## src/rtl/pingpong_pkg.sv

```systemverilog
// rtl/pingpong_pkg.sv - shared state encoding, bank ids and defaults for the ping-pong read side
package pingpong_pkg;

   typedef enum logic [1:0] {
      ST_IDLE = 2'd0,
      ST_RD1  = 2'd1,
      ST_RD2  = 2'd2
   } pp_state_e;

   localparam logic BANK1 = 1'b0;
   localparam logic BANK2 = 1'b1;

   localparam int PP_DATA_W = 8;
   localparam int PP_DEPTH  = 100;
   localparam int PP_ADDR_W = 7;

   function automatic logic [1:0] pp_popcnt2(input logic [1:0] v);
      return {1'b0, v[0]} + {1'b0, v[1]};
   endfunction

endpackage

```

## src/rtl/pp_skid_buf.sv

```systemverilog
// rtl/pp_skid_buf.sv - 2-entry output buffer; RAM data bypasses straight to the output when empty
// The upstream side cannot stall (RAM data lives one cycle), so any unaccepted word is always stored.
module pp_skid_buf
   import pingpong_pkg::*;
#(
   parameter int DATA_W = PP_DATA_W
)(
   input  logic              i_clk,
   input  logic              i_rst_n,
   input  logic [DATA_W-1:0] i_s_tdata,
   input  logic              i_s_tvalid,
   input  logic              i_s_tlast,
   output logic [DATA_W-1:0] o_m_tdata,
   output logic              o_m_tvalid,
   output logic              o_m_tlast,
   input  logic              i_m_tready,
   output logic [1:0]        o_count
);

   logic [DATA_W-1:0] r_data [2];
   logic [1:0]        r_last;
   logic              r_rd_ptr;
   logic              r_wr_ptr;
   logic [1:0]        r_count;
   logic              w_empty;
   logic              w_push;
   logic              w_pop;

   always_comb begin
      w_empty = (r_count == 2'd0);
      w_pop   = !w_empty && i_m_tready;
      w_push  = i_s_tvalid && !(w_empty && i_m_tready);
   end

   always_ff @(posedge i_clk or negedge i_rst_n) begin
      if (!i_rst_n) begin
         r_data[0] <= '0;
         r_data[1] <= '0;
         r_last    <= '0;
         r_rd_ptr  <= 1'b0;
         r_wr_ptr  <= 1'b0;
         r_count   <= 2'd0;
      end else begin
         if (w_push) begin
            r_data[r_wr_ptr] <= i_s_tdata;
            r_last[r_wr_ptr] <= i_s_tlast;
            r_wr_ptr         <= ~r_wr_ptr;
         end
         if (w_pop) begin
            r_rd_ptr <= ~r_rd_ptr;
         end
         r_count <= r_count + {1'b0, w_push} - {1'b0, w_pop};
      end
   end

   assign o_m_tvalid = !w_empty || i_s_tvalid;
   assign o_m_tdata  = w_empty ? i_s_tdata : r_data[r_rd_ptr];
   assign o_m_tlast  = w_empty ? i_s_tlast : r_last[r_rd_ptr];
   assign o_count    = r_count;

endmodule

```

## src/rtl/pingpong_rd_ctrl.sv

```systemverilog
// rtl/pingpong_rd_ctrl.sv - read side of the ping-pong buffer: drains RAM1/RAM2 alternately into a stream
// Optional overrun counter on err_cnt when PP_ERR_CNT_EN is defined; otherwise err_cnt is tied to zero.
module pingpong_rd_ctrl
   import pingpong_pkg::*;
#(
   parameter int DATA_W = PP_DATA_W,
   parameter int DEPTH  = PP_DEPTH,
   parameter int ADDR_W = PP_ADDR_W
)(
   input  logic              sys_clk,
   input  logic              sys_rst_n,
   input  logic [1:0]        bank_full_i,
   output logic [1:0]        bank_free_o,
   output logic              ram1_rd_en,
   output logic [ADDR_W-1:0] ram1_rd_addr,
   input  logic [DATA_W-1:0] ram1_rd_data,
   output logic              ram2_rd_en,
   output logic [ADDR_W-1:0] ram2_rd_addr,
   input  logic [DATA_W-1:0] ram2_rd_data,
   output logic [DATA_W-1:0] dout,
   output logic              dout_valid,
   input  logic              dout_ready,
   output logic              dout_last,
   output logic              active_bank,
   output logic [7:0]        err_cnt
);

   localparam logic [ADDR_W-1:0] LAST_ADDR = ADDR_W'(DEPTH - 1);

   pp_state_e         r_state;
   pp_state_e         w_state_nxt;
   logic [1:0]        r_pending;
   logic [1:0]        w_pending_nxt;
   logic [1:0]        r_free;
   logic              r_next_bank;
   logic [ADDR_W-1:0] r_addr;
   logic              r_rd_done;
   logic              r_infl;
   logic              r_infl_bank;
   logic              r_infl_last;
   logic [1:0]        w_buf_count;
   logic              w_reading;
   logic              w_rd_bank;
   logic              w_issue;
   logic              w_accept;
   logic              w_bank_done;
   logic [DATA_W-1:0] w_s_data;
   logic              w_s_last;

   always_ff @(posedge sys_clk or negedge sys_rst_n) begin
      if (!sys_rst_n) begin
         r_state <= ST_IDLE;
      end else begin
         r_state <= w_state_nxt;
      end
   end

   // Issue only while buffered plus in-flight words stay below the buffer depth, so nothing is ever lost.
   always_comb begin
      w_state_nxt  = r_state;
      w_reading    = (r_state != ST_IDLE);
      w_rd_bank    = (r_state == ST_RD2);
      w_issue      = w_reading && !r_rd_done &&
                     (({1'b0, w_buf_count} + {2'b00, r_infl}) < 3'd2);
      w_accept     = dout_valid && dout_ready;
      w_bank_done  = w_reading && w_accept && dout_last;
      ram1_rd_en   = w_issue && (w_rd_bank == BANK1);
      ram2_rd_en   = w_issue && (w_rd_bank == BANK2);
      ram1_rd_addr = ram1_rd_en ? r_addr : '0;
      ram2_rd_addr = ram2_rd_en ? r_addr : '0;
      case (r_state)
         ST_IDLE: begin
            if (r_pending[0] && (r_next_bank == BANK1)) begin
               w_state_nxt = ST_RD1;
            end else if (r_pending[1] && (r_next_bank == BANK2)) begin
               w_state_nxt = ST_RD2;
            end
         end
         ST_RD1, ST_RD2: begin
            if (w_bank_done) begin
               w_state_nxt = ST_IDLE;
            end
         end
         default: w_state_nxt = ST_IDLE;
      endcase
   end

   assign w_pending_nxt = bank_full_i | (r_pending & ~r_free);

   always_ff @(posedge sys_clk or negedge sys_rst_n) begin
      if (!sys_rst_n) begin
         r_pending   <= 2'b00;
         r_free      <= 2'b00;
         r_next_bank <= BANK1;
         r_addr      <= '0;
         r_rd_done   <= 1'b0;
         r_infl      <= 1'b0;
         r_infl_bank <= 1'b0;
         r_infl_last <= 1'b0;
      end else begin
         r_pending   <= w_pending_nxt;
         r_free      <= 2'b00;
         r_infl      <= w_issue;
         r_infl_bank <= w_rd_bank;
         r_infl_last <= (r_addr == LAST_ADDR);
         if (w_bank_done) begin
            r_free      <= w_rd_bank ? 2'b10 : 2'b01;
            r_next_bank <= ~r_next_bank;
            r_addr      <= '0;
            r_rd_done   <= 1'b0;
         end else if (w_issue) begin
            if (r_addr == LAST_ADDR) begin
               r_rd_done <= 1'b1;
            end else begin
               r_addr <= r_addr + 1'b1;
            end
         end
      end
   end

   assign w_s_data = r_infl ? (r_infl_bank ? ram2_rd_data : ram1_rd_data) : '0;
   assign w_s_last = r_infl && r_infl_last;

   pp_skid_buf #(
      .DATA_W (DATA_W)
   ) u_skid (
      .i_clk      (sys_clk),
      .i_rst_n    (sys_rst_n),
      .i_s_tdata  (w_s_data),
      .i_s_tvalid (r_infl),
      .i_s_tlast  (w_s_last),
      .o_m_tdata  (dout),
      .o_m_tvalid (dout_valid),
      .o_m_tlast  (dout_last),
      .i_m_tready (dout_ready),
      .o_count    (w_buf_count)
   );

   assign bank_free_o = r_free;
   assign active_bank = r_next_bank;

`ifdef PP_ERR_CNT_EN
   logic [1:0] w_ovr;
   logic [8:0] w_err_sum;
   logic [7:0] r_err_cnt;

   // A refill report for a bank still pending is an overrun unless that bank is being freed this cycle.
   always_comb begin
      w_ovr     = bank_full_i & r_pending & ~r_free;
      w_err_sum = {1'b0, r_err_cnt} + {7'd0, pp_popcnt2(w_ovr)};
   end

   always_ff @(posedge sys_clk or negedge sys_rst_n) begin
      if (!sys_rst_n) begin
         r_err_cnt <= 8'd0;
      end else begin
         r_err_cnt <= w_err_sum[8] ? 8'hFF : w_err_sum[7:0];
      end
   end

   assign err_cnt = r_err_cnt;
`else
   assign err_cnt = 8'd0;
`endif

endmodule

```

## config.mk

```make
export PLATFORM = sky130hd
export DESIGN_NAME = pingpong_rd_ctrl
export DESIGN_NICKNAME = d
export VERILOG_FILES = /design/src/rtl/pingpong_pkg.sv /design/src/rtl/pp_skid_buf.sv /design/src/rtl/pingpong_rd_ctrl.sv
export SDC_FILE = /design/constraint.sdc
export NUM_CORES = 1
export LEC_CHECK = 0
export CELL_PAD_IN_SITES_DETAIL_PLACEMENT = 0
export CELL_PAD_IN_SITES_GLOBAL_PLACEMENT = 1
export CORE_ASPECT_RATIO = 0.6
export CORE_UTILIZATION = 40
export CTS_CLUSTER_DIAMETER = 150
export DETAILED_ROUTE_END_ITERATION = 8
export PLACE_DENSITY = 0.83
export SYNTH_ARGS = -nofsm -noshare
export SYNTH_HDL_FRONTEND = slang
export SYNTH_HIERARCHICAL = 1
export SYNTH_SLANG_ARGS = --single-unit
```

## constraint.sdc

```tcl
create_clock -name sys_clk -period 4.3 [get_ports sys_clk]
set_input_delay 1.29 -clock sys_clk [delete_from_list [all_inputs] [get_ports sys_clk]]
set_output_delay 1.29 -clock sys_clk [all_outputs]
set_load 0.01 [all_outputs]
```

==> out/metrics.yaml, run 1 <==
grt_max_degree: 41
grt_pass1_wl_um: 7670
crit_type: "in -> out"
clk_latency_ps: 280
dp_cells: 318
final_area_um2: 2820
synth_edf_count: 0
multi_input_area_um2: 1130
fin_cells: 325
p_leak_nw: 1.25
drt-initial-drc-count: 63
drc: 0
layout-drive-gt1-share_pct: 11.2
synthCells: 214
hold-worst-slack_ps: 486
skew_ps: 2.81
p_per_area_nw_per_um2: 309
p_seq_share_pct: 51.0
critPathMaxFanout: 3
core_um2: 5230
cts_buffers: 5
peakVddDrop_v: 0.000148
synth.distinct_cells: 44
dieArea_um2: 5930
final.setup.tns_ps: 0
min_period_ps: 4130
die_h_um: 60.1
fillers: 478
outcome: "finished clean"
whs_path_depth: 1
yosys.area_share.adder_pct: 2.78
overflow: 0
cp-start-kind: "input port"
rows: 20
dp_hpwl_um: 3360
hold_viol: 0
clkTransAtPathRegs_ps: 70
clock_path_buffers: 2
ys_warn_count: 6
ys_seq_area_share_pct: 44.5
synthArstFlopShare_pct: 100
slew_headroom_pct: 41.0
via_count: 1677
antenna_cells: 0
initial_core_util_pct: 43.0
wl_um: 4620
synth_compound_area_share_pct: 10.6
required_ps: 3010
rsz0062_at_grt: "false"
root_buffer: "clkbuf_8"
r2r_cells: 6
combPwrFrac_pct: 22.1
layout.nets: 285
cp.arrival_ps: 2840
sw_frac_of_total_pct: 31.5
worstMarginPinSlew_ps: 885
track_usage_pct: 17.1
clock_sinks: 40
p_clk_share_pct: 26.9
synth_xor_area_share_pct: 1.56
syn_avg_cell_area_um2: 10.5
gp_congestion: 0.690
fmax_mhz: 242
ctsHoldBuffers: 0
synthSimpleGateAreaFrac_pct: 16.6
die_w_um: 98.8
hold_class: "reg -> reg"
dpl-instance-area_um2: 2740
cts_resized: 0
synth_top_family_by_area: "multiplexers"
synthMuxAreaShare_pct: 17.5
tritoncts: "built"
power.internal_mw: 0.596
grt_pass1_vias: 1540
setup_viol: 0
fin_crit_sh_pct: 96.0
io_buffer_count: 49
cts_setup_buffers: 0
final_core_util_pct: 53.9
switching_power_mw: 0.273
ios: 58
end_kind: "primary output"
first_pass_iters: 4
antenna_found_initial: 0
synth_seq_cells: 40
ant_nets: 0
areaGrowthSynthToFinish_pct: 25.3
maxCapViolCount: 0
ys.flop_type: "dfrtp_1"
slew_viol_final: 0
wl_per_cell_um: 14.2
viasPerCell: 5.16
seqCellArea_um2: 1000
cts.htree.levels: 2
syn_area_um2: 2250
==> worst paths after layout <==
kind	from	to	slack, ps
min in group asynchronous	sys_rst_n	u_skid/r_data[13]	1120
hold reg to reg	r_pending[0]	r_pending[0]	490
setup / recovery	ram2_rd_data[4]	dout[4]	170
hold / removal	r_pending[0]	r_pending[0]	490
max in group asynchronous	sys_rst_n	r_state[0]	2630
setup reg to reg	u_skid/o_count[0]	r_state[1]	1900
==> layout by cell type (no fill, tap or decap), drive strengths merged, types with 8 or more instances in the layout <==
cell | netlist | routed
nand2 | 17 | 17
clkdlybuf4s50 | 0 | 48
a21oi | 8 | 8
mux2i | 19 | 19
nor2b | 8 | 8
and3 | 14 | 14
conb | 1 | 8
mux2 | 18 | 18
dfrtp | 40 | 40
inv | 8 | 8
o21ai | 12 | 12
==> state kept, by name, indices dropped and copies added (netlist names) <==
name,cells
active_bank,1
bank_free_o,2
r_addr,7
r_infl,1
r_infl_bank,1
r_infl_last,1
r_pending,2
r_rd_done,1
r_state,2
u_skid/o_count,2
u_skid/r_data,16
u_skid/r_last,2
u_skid/r_rd_ptr,1
u_skid/r_wr_ptr,1
==> area by class of cell <==
cell class / instances / share of cell area, %
Sequential cell: 40 / 35.5
Tap cell: 66 / 2.93
Inverter: 8 / 1.07
Multi-Input combinational cell: 154 / 40.2
Timing Repair Buffer: 50 / 17.5
Clock buffer: 6 / 2.58
Clock inverter: 1 / 0.178
==> critical path, stage by stage <==
cell             delay, ps
clkdlybuf4s50_1        450
mux2i_1                 60
nor2b_1                270
nand2_1                 70
o21ai_0                100
clkdlybuf4s50_1        590
==> per-layer routing <==
| layer | part of all wire (%) | global-route usage [%] |
|---|---|---|
| met5 | 0 | 0 |
| met1 | 54 | 25.4 |
| met2 | 42 | 24.2 |
| met4 | 0.89 | 5.12 |
| met3 | 3.3 | 4.44 |
==> cell families (layout without fill, tap and decap cells) <==
group / Yosys count / in the layout
buffers and inverters: 27 / 65
and+or+nand+nor: 66 / 66
DFF: 40 / 40
other: 1 / 8
xor gates and xnor gates: 4 / 4
adders and majority gates: 5 / 5
muxes: 37 / 37
AOI/OAI and AO/OA: 34 / 34
==> power groups by stage <==
| stage | sequential [mW] | clock (mW) | combinational (mW) |
|---|---|---|---|
| after floorplan | 0.421 | 0 | 0.165 |
| after global placement | 0.450 | 0 | 0.189 |
| after detailed placement | 0.450 | 0 | 0.191 |
| after CTS | 0.443 | 0.240 | 0.192 |
| after global routing | 0.446 | 0.259 | 0.215 |
| final | 0.443 | 0.234 | 0.192 |
==> synth_stat cells (3+ instances only) <==
cell | instances | area (um^2)
and3_1 | 14 | 87.6
nand2b_1 | 5 | 31.3
inv_1 | 8 | 30.0
dfrtp_1 | 40 | 1000
nand3_1 | 3 | 15.0
o21ai_0 | 12 | 60.1
a21oi_1 | 6 | 30.0
mux2i_1 | 19 | 190
or3_1 | 3 | 18.8
mux2_2 | 16 | 180
buf_4 | 9 | 67.6
nand2_1 | 17 | 63.8
ha_1 | 5 | 62.6
clkbuf_1 | 5 | 18.8
nor2_1 | 5 | 18.8
nor2b_1 | 8 | 50.1
xnor2_1 | 3 | 26.3
==> stage by stage <==
step           power (mW)  setup WS, ps
3_5_place_dp        0.642           209
6_report            0.869           173
3_3_place_gp        0.639           248
4_1_cts             0.875           205
2_1_floorplan       0.586          1320
5_1_grt             0.920           122
(Power assumes the default switching activity.)
==> run 2: changes to the inputs <==
--- a/config.mk
+++ b/config.mk
@@ -8,10 +8,10 @@
 export CELL_PAD_IN_SITES_DETAIL_PLACEMENT = 0
 export CELL_PAD_IN_SITES_GLOBAL_PLACEMENT = 1
 export CORE_ASPECT_RATIO = 0.6
-export CORE_UTILIZATION = 40
+export CORE_UTILIZATION = 34
 export CTS_CLUSTER_DIAMETER = 150
 export DETAILED_ROUTE_END_ITERATION = 8
-export PLACE_DENSITY = 0.83
+export PLACE_DENSITY = 0.74
 export SYNTH_ARGS = -nofsm -noshare
 export SYNTH_HDL_FRONTEND = slang
 export SYNTH_HIERARCHICAL = 1
==> constraint.sdc (replaced) <==
create_clock -name sys_clk -period 3.46 [get_ports sys_clk]
set_input_delay 1.038 -clock sys_clk [delete_from_list [all_inputs] [get_ports sys_clk]]
set_output_delay 1.038 -clock sys_clk [all_outputs]
set_load 0.01 [all_outputs]
==> out/metrics.yaml, run 2 (synthesized netlist as in run 1, its figures left out) <==
dpl-instance-area_um2: 2860  # +4.4%
ant_nets: 0  # unchanged
required_ps: 2420  # -590 ps
root_buffer: "clkbuf_8"
critPathMaxFanout: 14  # +11
grt_max_degree: 41  # unchanged
cp-start-kind: "flip-flop"
antenna_cells: 0  # unchanged
drc: 0  # unchanged
p_leak_nw: 1.41  # +13%
power.internal_mw: 0.782  # +31%
end_kind: "primary output"
fillers: 587  # +23%
top_register: "u_skid/r_data"
setup_viol: 0  # unchanged
track_usage_pct: 15.7  # -1.3 points
cpPeakStageDelay_ps: 540  # -50 ps
dpl_worst_slack_ps: -19.1  # -228 ps
min_period_ps: 3320
first_pass_iters: 4  # unchanged
combPwrFrac_pct: 24.5  # +2.4 points
timing.rr.start: "u_skid/o_count[0]"
dieArea_um2: 6950  # +17%
holdPathEnd: "u_skid/r_wr_ptr"
layout_common_cells: "dfrtp_1, clkdlybuf4s50_1, mux2i_1"
fin_cells: 358  # +10%
cts.htree.levels: 2  # unchanged
p_clk_share_pct: 28.4  # +1.5 points
slew_headroom_pct: 40.5  # -0.58 points
total_power_mw: 1.14  # +31%
die_h_um: 65.0  # +8.2%
ios: 58  # unchanged
seqCellArea_um2: 1000  # unchanged
switching_power_mw: 0.357  # +31%
fin_crit_sh_pct: 96.0
core_um2: 6250  # +19%
wl_per_cell_um: 13.7  # -3.5%
via_count: 1704  # +1.6%
clock_path_buffers: 2  # unchanged
viasPerCell: 4.76  # -7.8%
grt_pass1_vias: 1662  # +7.9%
wl_um: 4920  # +6.3%
clkTransAtPathRegs_ps: 80  # about the same
areaGrowthSynthToFinish_pct: 32.1
worstMarginPinSlew_ps: 893  # +8.64 ps
layout-drive-gt1-share_pct: 16.8  # +5.6 points
multi_input_area_um2: 1130  # unchanged
crit_chain: "inv_1 -> ha_1 -> a2111o_1 -> clkinvlp_4 -> and3_1 -> clkdlybuf4s50_1"
initial_core_util_pct: 36.0  # -7.0 points
drt-initial-drc-count: 32  # -49%
sw_frac_of_total_pct: 31.3  # -0.12 points
r2r_cells: 6  # unchanged
rows: 22  # +10%
critPathSlowestCell: "clkdlybuf4s50_1"
fmax_mhz: 301
hold_class: "reg -> reg"
io_buffer_count: 49  # unchanged
maxCapViolCount: 0  # unchanged
slew_viol_final: 0  # unchanged
reg_top3: "u_skid/r_data: 16 flops, r_addr: 7 flops"
ctsHoldBuffers: 0  # unchanged
clock_sinks: 40  # unchanged
layout.nets: 299  # +4.9%
largest_reg_flops: 16  # unchanged
grt_pass1_wl_um: 8350  # +8.9%
rsz0062_at_grt: "false"
dp_cells: 349  # +9.7%
p_seq_share_pct: 47.1  # -3.9 points
final.setup.tns_ps: 0  # unchanged
p_per_area_nw_per_um2: 384  # +24%
cp.arrival_ps: 2280  # -560 ps
tritoncts: "built"
clk_latency_ps: 290  # about the same
gp_congestion: 0.723  # +4.8%
cts_buffers: 5  # unchanged
antenna_found_initial: 0  # unchanged
rrSetupSlack_ps: 1370  # -530 ps
fin_ws_ps: 138  # -35.4 ps
final_area_um2: 2970  # +5.4%
holdCritStartpoint: "u_skid/r_wr_ptr"
die_w_um: 107  # +8.3%
skew_ps: 2.54  # -0.267 ps
overflow: 0  # unchanged
whs_path_depth: 1  # unchanged
outcome: "finished clean"
peakVddDrop_v: 0.000204  # +38%
hold_viol: 0  # unchanged
crit_type: "reg -> out"
r2r_end: "r_state[1]"
dp_hpwl_um: 3630  # +8.0%
## run 2: changes by cell type in the layout (fill, tap and decap cells not counted), moves of 4 or more
cell	change
buf_4	+14
clkdlybuf4s50_1	-8
dlymetal6s2s_1	+4
dlygate4sd2_1	+4
## run 2: power groups by stage
stage                     logic [mW]  registers [mW]  clock network (mW)
after floorplan                0.205           0.523                   0
after global placement         0.278           0.546                   0
after detailed placement       0.280           0.547                   0
after CTS                      0.282           0.538               0.336
after global routing           0.313           0.544               0.357
final                          0.279           0.537               0.324
## run 2: how the worst max path moves through the flow
stage,start,end
finish,r_state[1],ram2_rd_addr[4]
global route,r_state[1],ram2_rd_addr[0]
CTS,ram2_rd_data[0],dout[0]
detailed placement,ram2_rd_data[6],dout[6]
global placement,ram2_rd_data[5],dout[5]
floorplan,r_state[1],ram1_rd_addr[1]
## run 2: metal layers
metal | routed length, um | track usage [%] | up-vias | share of wire, %
li1 | - | - | 862 | -
met1 | 2670 | 23.7 | 815 | 54
met2 | 2070 | 21.8 | 22 | 42
met3 | 131 | 3.72 | 5 | 2.7
met4 | 37 | 5.14 | 0 | 0.75
met5 | 0 | 0 | - | 0
## run 2: final cells by class
class	count	share of cell area, %
multi-input cells	154	38.2
flip-flops and latches	40	33.7
repair buffers	64	20.3
well taps	84	3.54
clock buffers	6	2.78
inverters	8	1.14
clock inverters	2	0.337
## run 2: timing repair
action | in CTS | in global routing
cloned | 0 | 0
buffers inserted | 1 | 0
gates resized for setup | 4 | 5
setup endpoints to repair | 4 | 16
## run 2: through the flow
stage / util, % / hold WS, ps
global placement: 45.8 / 465
detailed placement: 45.8 / 474
CTS: 47.3 / 487
global route: 47.5 / 504
finish: 47.5 / 490
floorplan: - / 450
## run 2: worst max-delay path, delay by kind of cell, from the launching register on
family	cells	cell delay [ps]
AO/OA/AOI/OAI	1	400
adder cells (fa/ha/maj)	1	210
buffers and inverters	3	800
flip-flops	1	400
AND/OR/NAND/NOR	1	180
